## src/rtl/d_cache_pkg.sv

```systemverilog
// Shared D-cache types: geometry, refill FSM states
// and the set/way line-index helper.
package d_cache_pkg;

  localparam int TAG_W = 28;
  localparam int SET_W = 2;
  localparam int WAY_W = 2;
  localparam int OFF_W = 2;
  localparam int IDX_W = SET_W + WAY_W;

  typedef enum logic [2:0] {
    S_IDLE,
    S_REQ,
    S_FILL,
    S_COMMIT,
    S_DONE
  } refill_state_t;

  function automatic logic [IDX_W-1:0] line_idx(
    input logic [SET_W-1:0] set,
    input logic [WAY_W-1:0] way
  );
    return {set, way};
  endfunction

endpackage

```

## src/rtl/d_victim_sel.sv

```systemverilog
// Victim way pick: lowest invalid way, else the
// set's round-robin pointer.
module d_victim_sel
  import d_cache_pkg::*;
(
  input  logic [3:0]       valid_i,
  input  logic [WAY_W-1:0] rr_ptr_i,
  output logic [WAY_W-1:0] way_o,
  output logic             use_rr_o
);

  always_comb begin
    way_o    = rr_ptr_i;
    use_rr_o = 1'b0;
    priority case (1'b1)
      !valid_i[0]: way_o = 2'd0;
      !valid_i[1]: way_o = 2'd1;
      !valid_i[2]: way_o = 2'd2;
      !valid_i[3]: way_o = 2'd3;
      default:     use_rr_o = 1'b1;
    endcase
  end

endmodule

```

## src/rtl/d_sa_refill_ctrl.sv

```systemverilog
// D-cache miss refill: victim pick, block fetch,
// array writes, then valid commit and CPU release.
module d_sa_refill_ctrl
  import d_cache_pkg::*;
#(
  parameter int TAG_W  = 28,
  parameter int DATA_W = 32,
  parameter int WORDS  = 4
) (
  input  logic              clk,
  input  logic              rst_n,
  input  logic              miss_in,
  input  logic [TAG_W-1:0]  tag_id_in,
  input  logic [1:0]        set_id_in,
  input  logic [1:0]        block_offset_in,
  input  logic [15:0]       valid_array_in,
  output logic              busy,
  output logic              mem_req,
  output logic [31:0]       mem_addr,
  input  logic              mem_ack,
  input  logic              mem_rvalid,
  input  logic [DATA_W-1:0] mem_rdata,
  output logic              data_we,
  output logic [3:0]        data_wr_idx,
  output logic [1:0]        data_wr_word,
  output logic [DATA_W-1:0] data_wr_data,
  output logic              tag_we,
  output logic [3:0]        tag_wr_idx,
  output logic [TAG_W-1:0]  tag_wr_data,
  output logic              refill_done,
  output logic [DATA_W-1:0] resp_data
);

  localparam logic [1:0] LAST = 2'(WORDS - 1);

  refill_state_t state_q, state_d;

  logic [TAG_W-1:0]  tag_q, tag_d;
  logic [1:0]        set_q, set_d;
  logic [1:0]        off_q, off_d;
  logic [1:0]        way_q, way_d;
  logic              rr_used_q, rr_used_d;
  logic [3:0][1:0]   rr_q, rr_d;
  logic [1:0]        cnt_q, cnt_d;
  logic              busy_q, busy_d;
  logic              req_q, req_d;
  logic              dwe_q, dwe_d;
  logic [1:0]        dword_q, dword_d;
  logic [DATA_W-1:0] ddata_q, ddata_d;
  logic              twe_q, twe_d;
  logic              done_q, done_d;
  logic [DATA_W-1:0] resp_q, resp_d;

  logic [1:0] vs_way;
  logic       vs_rr;

  d_victim_sel u_vsel (
    .valid_i  (valid_array_in[{set_id_in, 2'b00} +: 4]),
    .rr_ptr_i (rr_q[set_id_in]),
    .way_o    (vs_way),
    .use_rr_o (vs_rr)
  );

  always_comb begin
    state_d   = state_q;
    tag_d     = tag_q;
    set_d     = set_q;
    off_d     = off_q;
    way_d     = way_q;
    rr_used_d = rr_used_q;
    rr_d      = rr_q;
    cnt_d     = cnt_q;
    busy_d    = busy_q;
    req_d     = req_q;
    dwe_d     = 1'b0;
    dword_d   = dword_q;
    ddata_d   = ddata_q;
    twe_d     = 1'b0;
    done_d    = 1'b0;
    resp_d    = resp_q;
    unique case (state_q)
      S_IDLE: begin
        if (miss_in) begin
          tag_d     = tag_id_in;
          set_d     = set_id_in;
          off_d     = block_offset_in;
          way_d     = vs_way;
          rr_used_d = vs_rr;
          busy_d    = 1'b1;
          req_d     = 1'b1;
          state_d   = S_REQ;
        end
      end
      S_REQ: begin
        if (mem_ack) begin
          req_d   = 1'b0;
          cnt_d   = 2'd0;
          state_d = S_FILL;
        end
      end
      S_FILL: begin
        if (mem_rvalid) begin
          dwe_d   = 1'b1;
          dword_d = cnt_q;
          ddata_d = mem_rdata;
          cnt_d   = cnt_q + 2'd1;
          if (cnt_q == off_q)
            resp_d = mem_rdata;
          if (cnt_q == LAST) begin
            twe_d   = 1'b1;
            state_d = S_COMMIT;
          end
        end
      end
      S_COMMIT: begin
        if (rr_used_q)
          rr_d[set_q] = rr_q[set_q] + 2'd1;
        done_d  = 1'b1;
        state_d = S_DONE;
      end
      S_DONE: begin
        busy_d  = 1'b0;
        state_d = S_IDLE;
      end
      default: state_d = S_IDLE;
    endcase
  end

  always_ff @(posedge clk or negedge rst_n) begin
    if (!rst_n) begin
      state_q   <= S_IDLE;
      tag_q     <= '0;
      set_q     <= '0;
      off_q     <= '0;
      way_q     <= '0;
      rr_used_q <= 1'b0;
      rr_q      <= '0;
      cnt_q     <= '0;
      busy_q    <= 1'b0;
      req_q     <= 1'b0;
      dwe_q     <= 1'b0;
      dword_q   <= '0;
      ddata_q   <= '0;
      twe_q     <= 1'b0;
      done_q    <= 1'b0;
      resp_q    <= '0;
    end else begin
      state_q   <= state_d;
      tag_q     <= tag_d;
      set_q     <= set_d;
      off_q     <= off_d;
      way_q     <= way_d;
      rr_used_q <= rr_used_d;
      rr_q      <= rr_d;
      cnt_q     <= cnt_d;
      busy_q    <= busy_d;
      req_q     <= req_d;
      dwe_q     <= dwe_d;
      dword_q   <= dword_d;
      ddata_q   <= ddata_d;
      twe_q     <= twe_d;
      done_q    <= done_d;
      resp_q    <= resp_d;
    end
  end

  assign busy         = busy_q;
  assign mem_req      = req_q;
  assign mem_addr     = 32'({tag_q, set_q, 2'b00});
  assign data_we      = dwe_q;
  assign data_wr_idx  = line_idx(set_q, way_q);
  assign data_wr_word = dword_q;
  assign data_wr_data = ddata_q;
  assign tag_we       = twe_q;
  assign tag_wr_idx   = line_idx(set_q, way_q);
  assign tag_wr_data  = tag_q;
  assign refill_done  = done_q;
  assign resp_data    = resp_q;

endmodule

```

## config.mk

```make
export PLATFORM = sky130hd
export DESIGN_NAME = d_sa_refill_ctrl
export DESIGN_NICKNAME = d
export VERILOG_FILES = /design/src/rtl/d_cache_pkg.sv /design/src/rtl/d_victim_sel.sv /design/src/rtl/d_sa_refill_ctrl.sv
export SDC_FILE = /design/constraint.sdc
export NUM_CORES = 1
export LEC_CHECK = 0
export CAP_MARGIN = 30
export CORE_ASPECT_RATIO = 0.9
export CORE_MARGIN = 1.5
export CORE_UTILIZATION = 42
export CTS_CLUSTER_SIZE = 30
export DETAILED_ROUTE_END_ITERATION = 6
export PLACE_DENSITY = 0.8
export SETUP_SLACK_MARGIN = 0.02
export SYNTH_ARGS = -nofsm -noshare
export SYNTH_HDL_FRONTEND = slang
export SYNTH_SLANG_ARGS = --single-unit
export TNS_END_PERCENT = 1
```

## constraint.sdc

```tcl
create_clock -name clk -period 2.35 [get_ports clk]
set_input_delay 0.235 -clock clk [delete_from_list [all_inputs] [get_ports clk]]
set_output_delay 0.235 -clock clk [all_outputs]
set_load 0.05 [all_outputs]
```

==> flow_summary.toml, run 1 <==
[route]
dr.pass1.iters = 4
via_count = 3399
finalWirelength_um = 12100
via_per_inst = 4.84
antenna_left = 0
drc = 0
routedWlPerCell_um = 17.2
drt_iter0_markers = 171

[clocking]
clk_pin_slew_worst_paths_ns = 0.06
clock_sinks = 119
numCtsBuffers = 17
cts_tree = "built"
cts_resized = 0
cts-root-buf = "clkbuf_16"
h-tree-depth = 4
cts_max_path_buffers = 2
clock_latency_ns = 0.41

[yosys]
ys_warn_count = 0
synth.most_common_cell = "dfrtp_1"
yosys-top-cells-count = "dfrtp_1 (119), mux2_2 (98), buf_4 (42)"
synth_seq_cells = 119
synth_largest_area_cell = "dfrtp_1"
ys_types = 34
syn-cell-area_um2 = 5080
synthCells = 337
synthTopCellsByArea = "dfrtp_1 (59%), mux2_2 (22%), buf_4 (6.2%)"
yosysSeqAreaShare = 0.586
async_flop_share = 1.00
synthFlopType = "dfrtp_1"
synth_edf_count = 0
syn_area_per_cell_um2 = 15.1
yosysTopAreaCellShare = 0.586

[critical_path]
rr_endpoint = "resp_data[11]"
cp_top_family = "buffers and inverters"
reg2reg_slack_ns = 0.52
required_ns = 2.12
critical_path_class = "reg2out"
crit-reg2reg-launch = "state_q[1]"
path_depth = 1
cp_max_fo = 10
arrival_ns = 1.82
critPathBufInv = 1
end_kind = "output port"
crit_path_start = "set_q[0]"
worst_r2r_path_depth = 4
critPathCapture = "tag_wr_idx[2]"
start_kind = "flip-flop"
crit_slowest_cell = "clkdlybuf4s50_1"
worstPathCellList = "clkdlybuf4s50_1"
cpPeakStageDelay_ns = 0.88

[finish]
diodes = 0
final_cells = 702
area_growth_pct = 54.9
drive_gt1_frac = 0.269
nets = 619

[placement]
gp_congestion = 0.758
dp_hpwl_um = 8570
port_buffers = 221
dp_cells = 669

[min_path]
min_path_type = "in2reg"

[global_routing]
grt_pass1_vias = 3641
gr-usage-met2 = 0.342
grt_max_degree = 120
grt_pass1_wl_um = 19200
antenna_found_initial = 0
grt_use_total = 0.197
grt.overflow.total = 0
grt_use_met3 = 0.0720
grt_use_met1 = 0.223
grt_busiest_layer = "met2"

[timing]
rsz0062_at_grt = "false"
finalHoldViolations = 0
finalMaxSlewViolations = 0
fin_crit_ns = 2.06
fin_crit_sh = 0.875
tightestPinTransition_ns = 0.616
tns_ns = 0
finalSetupViolations = 0
relSlewSlack = 0.589
fin_skew_ns = 0.00920
max_freq_mhz = 486
hold_slack_ns = 0.428

[die]
rows = 37
die_area_um2 = 12800
initial_core_util = 0.437
die_h_um = 107
core-area_um2 = 11600
die_width_um = 119
ios = 224

[status]
status = "finished clean"

[job]
max-cap-violations = 0
logic make-up after synthesis:
| group | count (synthesis) | share of synthesized area |
|---|---|---|
| multiplexers | 111 | 0.265 |
| AND/OR/NAND/NOR | 30 | 0.0389 |
| buffers and inverters | 57 | 0.0803 |
| other | 1 | 0.000738 |
| AO/OA/AOI/OAI | 11 | 0.0145 |
| flip-flops | 119 | 0.586 |
| XOR/XNOR | 7 | 0.0121 |
| adder cells (fa/ha/maj) | 1 | 0.00246 |
metal layers:
layer,routed length (µm),part of all wire
met1,4770,0.39
met3,912,0.075
met2,6190,0.51
met5,0,0
met4,210,0.017
layout by cell type, fill, tap and decap left out, types with 2 or more instances in the layout:
master           synthesis  final
clkinv_2                 0      3
clkinvlp_4               0      3
mux2_2                  98     98
clkdlybuf4s50_1          0    220
mux4_1                   2      2
nand2b_1                 2      2
o22ai_1                  3      3
and3_1                   2      2
a21oi_1                  3      3
mux2_1                   5      5
buf_12                   0      3
nand2_1                  9      9
buf_4                   42      4
xor2_1                   6      6
inv_1                    5      5
conb_1                   1      2
bufinv_16                0      6
mux4_2                   6      6
dfrtp_1                119    119
clkbuf_16                0     17
nand3_1                  2      2
nor2_1                   7      6
stage by stage:
step           setup slack, ns  utilization  instance area [µm²]
2_1_floorplan            0.352            -                 5090
5_1_grt                  0.233        0.677                 7870
4_1_cts                  0.272        0.677                 7870
3_3_place_gp             0.407        0.619                 7190
3_5_place_dp             0.386        0.619                 7190
6_report                 0.294        0.677                 7870
what timing repair did:
action | CTS | global route
hold buffers | 1 | 0
setup buffers | 0 | 0
setup endpoints to repair | 0 | 0
hold endpoints to repair | 119 | 0
how the worst min path moves through the flow:
stage	endpoint	cells past startpoint	start
2_1_floorplan	busy	0	rst_n
6_report	tag_wr_data[22]	2	tag_id_in[22]
3_5_place_dp	data_wr_data[25]	2	rst_n
3_3_place_gp	data_wr_data[25]	2	rst_n
5_1_grt	tag_wr_data[22]	2	tag_id_in[22]
4_1_cts	tag_wr_data[22]	2	tag_id_in[22]
registers in the layout, indices dropped and copies added (netlist names):
name / count
data_wr_data: 32
resp_data: 32
tag_wr_data: 28
rr_q: 8
state_q: 3
cnt_q: 2
data_wr_word: 2
off_q: 2
set_q: 2
way_q: 2
busy: 1
data_we: 1
mem_req: 1
refill_done: 1
rr_used_q: 1
tag_we: 1
cell type report:
| cell class | count | area, µm² |
|---|---|---|
| inverter | 5 | 18.8 |
| sequential | 119 | 2980 |
| clock inverter | 13 | 226 |
| tap | 156 | 195 |
| multi-input combinational | 162 | 1710 |
| fill | 819 | 3750 |
| clock buffer | 19 | 443 |
| timing repair buffer | 228 | 2300 |
Power of run 1 is left out: the tool's default activity adds up to more than one toggle a clock period on the data nets, which glitch-free logic cannot reach.
==> inputs of run 2 (changes only) <==
- CORE_UTILIZATION: 42 -> 45
- PLACE_DENSITY: 0.8 -> 0.85
- TNS_END_PERCENT: 1 -> 20
- clock period: 2.35 -> 2.6 ns (I/O delays scaled with it)
==> run 2 against run 1 <==
Against the previous run:
- core utilization rose by 4.0 points
- critical path depth did not move
- wire length rose by 0.51%
- clock skew rose by 0.0040 ns
- worst hold slack got worse by 0.057 ns
- largest cell class unchanged
- cell area fell by 0.68%
- die area fell by 6.5%
- via count barely moved
- count of clock-buffer cells in the layout did not move
- worst setup slack improved by 0.26 ns
- highest routed layer unchanged
- flip-flop and latch count did not move
==> flow_summary.toml, run 2 (synthesized netlist as in run 1, its figures left out) <==
[route]
highest_layer = "met4"
finalWirelength_um = 12100
drt_iter0_markers = 151
dr.pass1.iters = 5
wl_met2_um = 6240
drc = 0
routedWlPerCell_um = 17.4
via_count = 3402
via_per_inst = 4.87
dr_wl_met3_um = 1130
antenna_left = 0
met1Wirelength_um = 4570

[critical_path]
crit_slowest_cell = "clkdlybuf4s50_1"
cp_top_family = "buffers and inverters"
required_ns = 2.34
worstPathCellList = "clkdlybuf4s50_1"
start_kind = "flip-flop"
end_kind = "output port"
cpPeakStageDelay_ns = 0.88
arrival_ns = 1.79
cp_max_fo = 10
critPathBufInv = 1
critical_path_class = "reg2out"

[timing]
max_freq_mhz = 488
relSlewSlack = 0.622
fin_crit_ns = 2.05
fin_skew_ns = 0.0132
tightestPinTransition_ns = 0.565
rsz0062_at_grt = "false"
finalSetupViolations = 0
finalHoldViolations = 0
tns_ns = 0
finalMaxSlewViolations = 0
fin_crit_sh = 0.787

[status]
status = "finished clean"

[finish]
final_common_cell = "clkdlybuf4s50_1"
final_cell_mix = "clkdlybuf4s50_1 (220), dfrtp_1 (119), mux2_2 (98), clkbuf_16 (17), nand2_1 (9)"
final_cells = 698
nets = 619
area_growth_pct = 53.8
drive_gt1_frac = 0.269
diodes = 0
stdcell_area_um2 = 7820

[die]
rows = 36
initial_core_util = 0.466
ios = 224
core-area_um2 = 10900
die_width_um = 115
die_area_um2 = 11900
die_h_um = 104

[placement]
gp_congestion = 0.793
placed_area_um2 = 7190
dp_hpwl_um = 8730
port_buffers = 221
dp_cells = 665

[global_routing]
grt_pass1_wl_um = 19300
grt.overflow.total = 0
grt_max_degree = 56
grt_use_total = 0.214
grt_pass1_vias = 3621
antenna_found_initial = 0

[clocking]
clock_latency_ns = 0.40
clock_sinks = 119
cts_max_path_buffers = 2
post_cts_buffers = 0
numCtsBuffers = 17
clk_pin_slew_worst_paths_ns = 0.06
h-tree-depth = 4
cts_tree = "built"
cts_resized = 0
cts-root-buf = "clkbuf_16"

[min_path]
min_path_type = "in2async"

[job]
max-cap-violations = 0
==> run 2: layer usage <==
layer | global-route usage | up-vias
li1 | - | 1543
met2 | 0.366 | 165
met5 | 0 | -
met1 | 0.237 | 1682
met4 | 0.0838 | 0
met3 | 0.0825 | 12
==> run 2: worst paths after layout <==
kind / from / endpoint / slack, ns / cells past startpoint
worst max register to register: state_q[1] / resp_data[3] / 0.76 / 4
worst max-delay path: set_q[0] / data_wr_idx[2] / 0.55 / 1
worst min-delay path: rst_n / data_wr_data[29] / 0.37 / 2
max in group asynchronous: rst_n / resp_data[2] / 1.45 / 3
min in group clk: tag_id_in[22] / tag_wr_data[22] / 0.47 / 2
worst min register to register: resp_data[28] / resp_data[28] / 0.50 / 1
==> run 2: through the flow <==
stage               hold WS [ns]  setup WS (ns)   util
finish                     0.371          0.553  0.717
global route               0.426          0.470  0.717
CTS                        0.396          0.523  0.717
detailed placement         0.264          0.458  0.659
global placement           0.249          0.507  0.659
floorplan                -0.0356          0.602      -
==> run 2: timing repair <==
action,4_1_cts,5_1_grt
hold buffers,1,0
endpoints found under the setup margin,0,0
endpoints found under the hold margin,36,0
==> run 2: area by class of cell <==
type | instances | area [µm²]
fillers | 753 | 3080
clock buffers | 19 | 443
clock inverters | 13 | 178
multi-input cells | 162 | 1710
well taps | 152 | 190
inverters | 5 | 18.8
flip-flops and latches | 119 | 2980
repair buffers | 228 | 2300
Power of run 2 is left out for the same reason.
==> inputs of run 3 (changes only) <==
- CORE_UTILIZATION: 45 -> 38
- PLACE_DENSITY: 0.85 -> 0.77
- clock period: 2.6 -> 1.65 ns (I/O delays scaled with it)
==> run 3 against run 2 <==
Against the previous run:
- largest cell class unchanged
- non-clock buffer count up 24
- count of clock-buffer cells in the layout increased by 7
- critical path depth rose by 4
- critical endpoint is now resp_data[28]
- final cell count increased by 4.9%
- first-iteration DRC count decreased by 51%
- flip-flop and latch count stayed put
- cell area hardly changed
- sequential share of layout area up 0.079 points
- worst setup slack worse by 0.54 ns
==> flow_summary.toml, run 3 (synthesized netlist as in run 1, its figures left out) <==
[global_routing]
grt_max_degree = 47
grt_pass1_wl_um = 18200
antenna_found_initial = 0
grt.overflow.total = 0
grt_use_total = 0.167
grt_pass1_vias = 3619

[finish]
stdcell_area_um2 = 7810
n_fill_cell = 1005
final_cell_mix = "buf_4 (153), dfrtp_1 (116), clkdlybuf4s50_1 (83), mux2_2 (70), mux2_4 (31)"
nets = 643
drive_gt1_frac = 0.544
area_growth_pct = 53.7
diodes = 0
final_cells = 732
final_common_cell = "buf_4"

[route]
finalWirelength_um = 12000
drc = 0
via_count = 3474
via_per_inst = 4.75
drt_iter0_markers = 74
routedWlPerCell_um = 16.4
dr.pass1.iters = 4
antenna_left = 0

[timing]
rsz0062_at_grt = "true"
finalSetupViolations = 0
fin_crit_ns = 1.64
finalHoldViolations = 0
fin_skew_ns = 0.00612
finalMaxSlewViolations = 0
max_freq_mhz = 610
fin_crit_sh = 0.993

[critical_path]
required_ns = 1.93
worst_r2r_path_depth = 5
cp_max_fo = 6
end_kind = "flip-flop"
start_kind = "flip-flop"
critical_path_class = "reg2reg"
arrival_ns = 1.92

[die]
core-area_um2 = 12900
ios = 224
die_width_um = 125
die_h_um = 113
initial_core_util = 0.395
die_area_um2 = 14100
rows = 39

[clocking]
clock_sinks = 119
clk_pin_slew_worst_paths_ns = 0.05
cts-root-buf = "clkbuf_16"
h-tree-depth = 4
numCtsBuffers = 17
cts_tree = "built"
clock_latency_ns = 0.40
cts_max_path_buffers = 2

[placement]
port_buffers = 221
gp_congestion = 0.776
dp_hpwl_um = 8540
placed_area_um2 = 7030
dp_cells = 693

[status]
status = "finished clean"

[job]
max-cap-violations = 0

[min_path]
min_path_type = "in2async"
## run 3: cell count changes in the layout (fill, tap and decap cells not counted), moves of 4 or more
| cell | change |
|---|---|
| buf_4 | +149 |
| clkdlybuf4s50_1 | -137 |
| mux2_4 | +31 |
| mux2_2 | -28 |
| clkbuf_1 | +5 |
| buf_12 | +4 |
| buf_6 | +4 |
## run 3: repair_timing
action                     CTS  global route
gates resized for setup      4            37
gates cloned                 1             3
setup endpoints to repair   34            61
pin swaps                    1             2
setup buffers                3             1
hold buffers                 1             0
hold endpoints to repair   119             0
## run 3: worst paths after layout
| kind | from | endpoint | slack [ns] |
|---|---|---|---|
| worst max-delay path | state_q[0] | resp_data[28] | 0.01 |
| worst min-delay path | rst_n | tag_wr_data[3] | 0.20 |
| worst max register to register | state_q[0] | resp_data[28] | 0.01 |
| worst min register to register | rr_q[6] | rr_q[6] | 0.50 |
| max in group asynchronous | rst_n | resp_data[11] | 0.91 |
| min in group clk | tag_id_in[26] | tag_wr_data[26] | 0.36 |
## run 3: final cells by class
class | instances | area (µm²) | area share
well taps | 164 | 205 | 0.0263
inverters | 5 | 18.8 | 0.00240
clock inverters | 4 | 45.0 | 0.00577
clock buffers | 26 | 489 | 0.0626
multi-input cells | 162 | 1830 | 0.234
repair buffers | 252 | 2240 | 0.287
flip-flops and latches | 119 | 2980 | 0.382
## run 3: worst max-delay path: stages, from the launching register on
cell       delay (ns)
dfrtp_2          0.40
nand3b_4         0.18
nor4_4           0.27
buf_6            0.20
clkbuf_16        0.18
mux2_4           0.30
## run 3: metal layers
layer  track usage  wire, µm  vias up
met5             0         0        -
met4        0.0705       227        0
met3        0.0615       912       18
met2         0.281      5920      152
met1         0.194      4910     1725
li1              -         -     1579
## run 3: through the flow
step	utilization	TNS, ns	setup WS, ns	hold WS [ns]
3_3_place_gp	0.546	-4.00	-0.153	0.0713
2_1_floorplan	-	-0.420	-0.106	-0.131
3_5_place_dp	0.546	-5.15	-0.169	0.0745
4_1_cts	0.590	-0.193	-0.0199	0.180
5_1_grt	0.606	-0.820	-0.0471	0.224
6_report	0.606	0	0.0108	0.201
Power of run 3 is left out for the same reason.
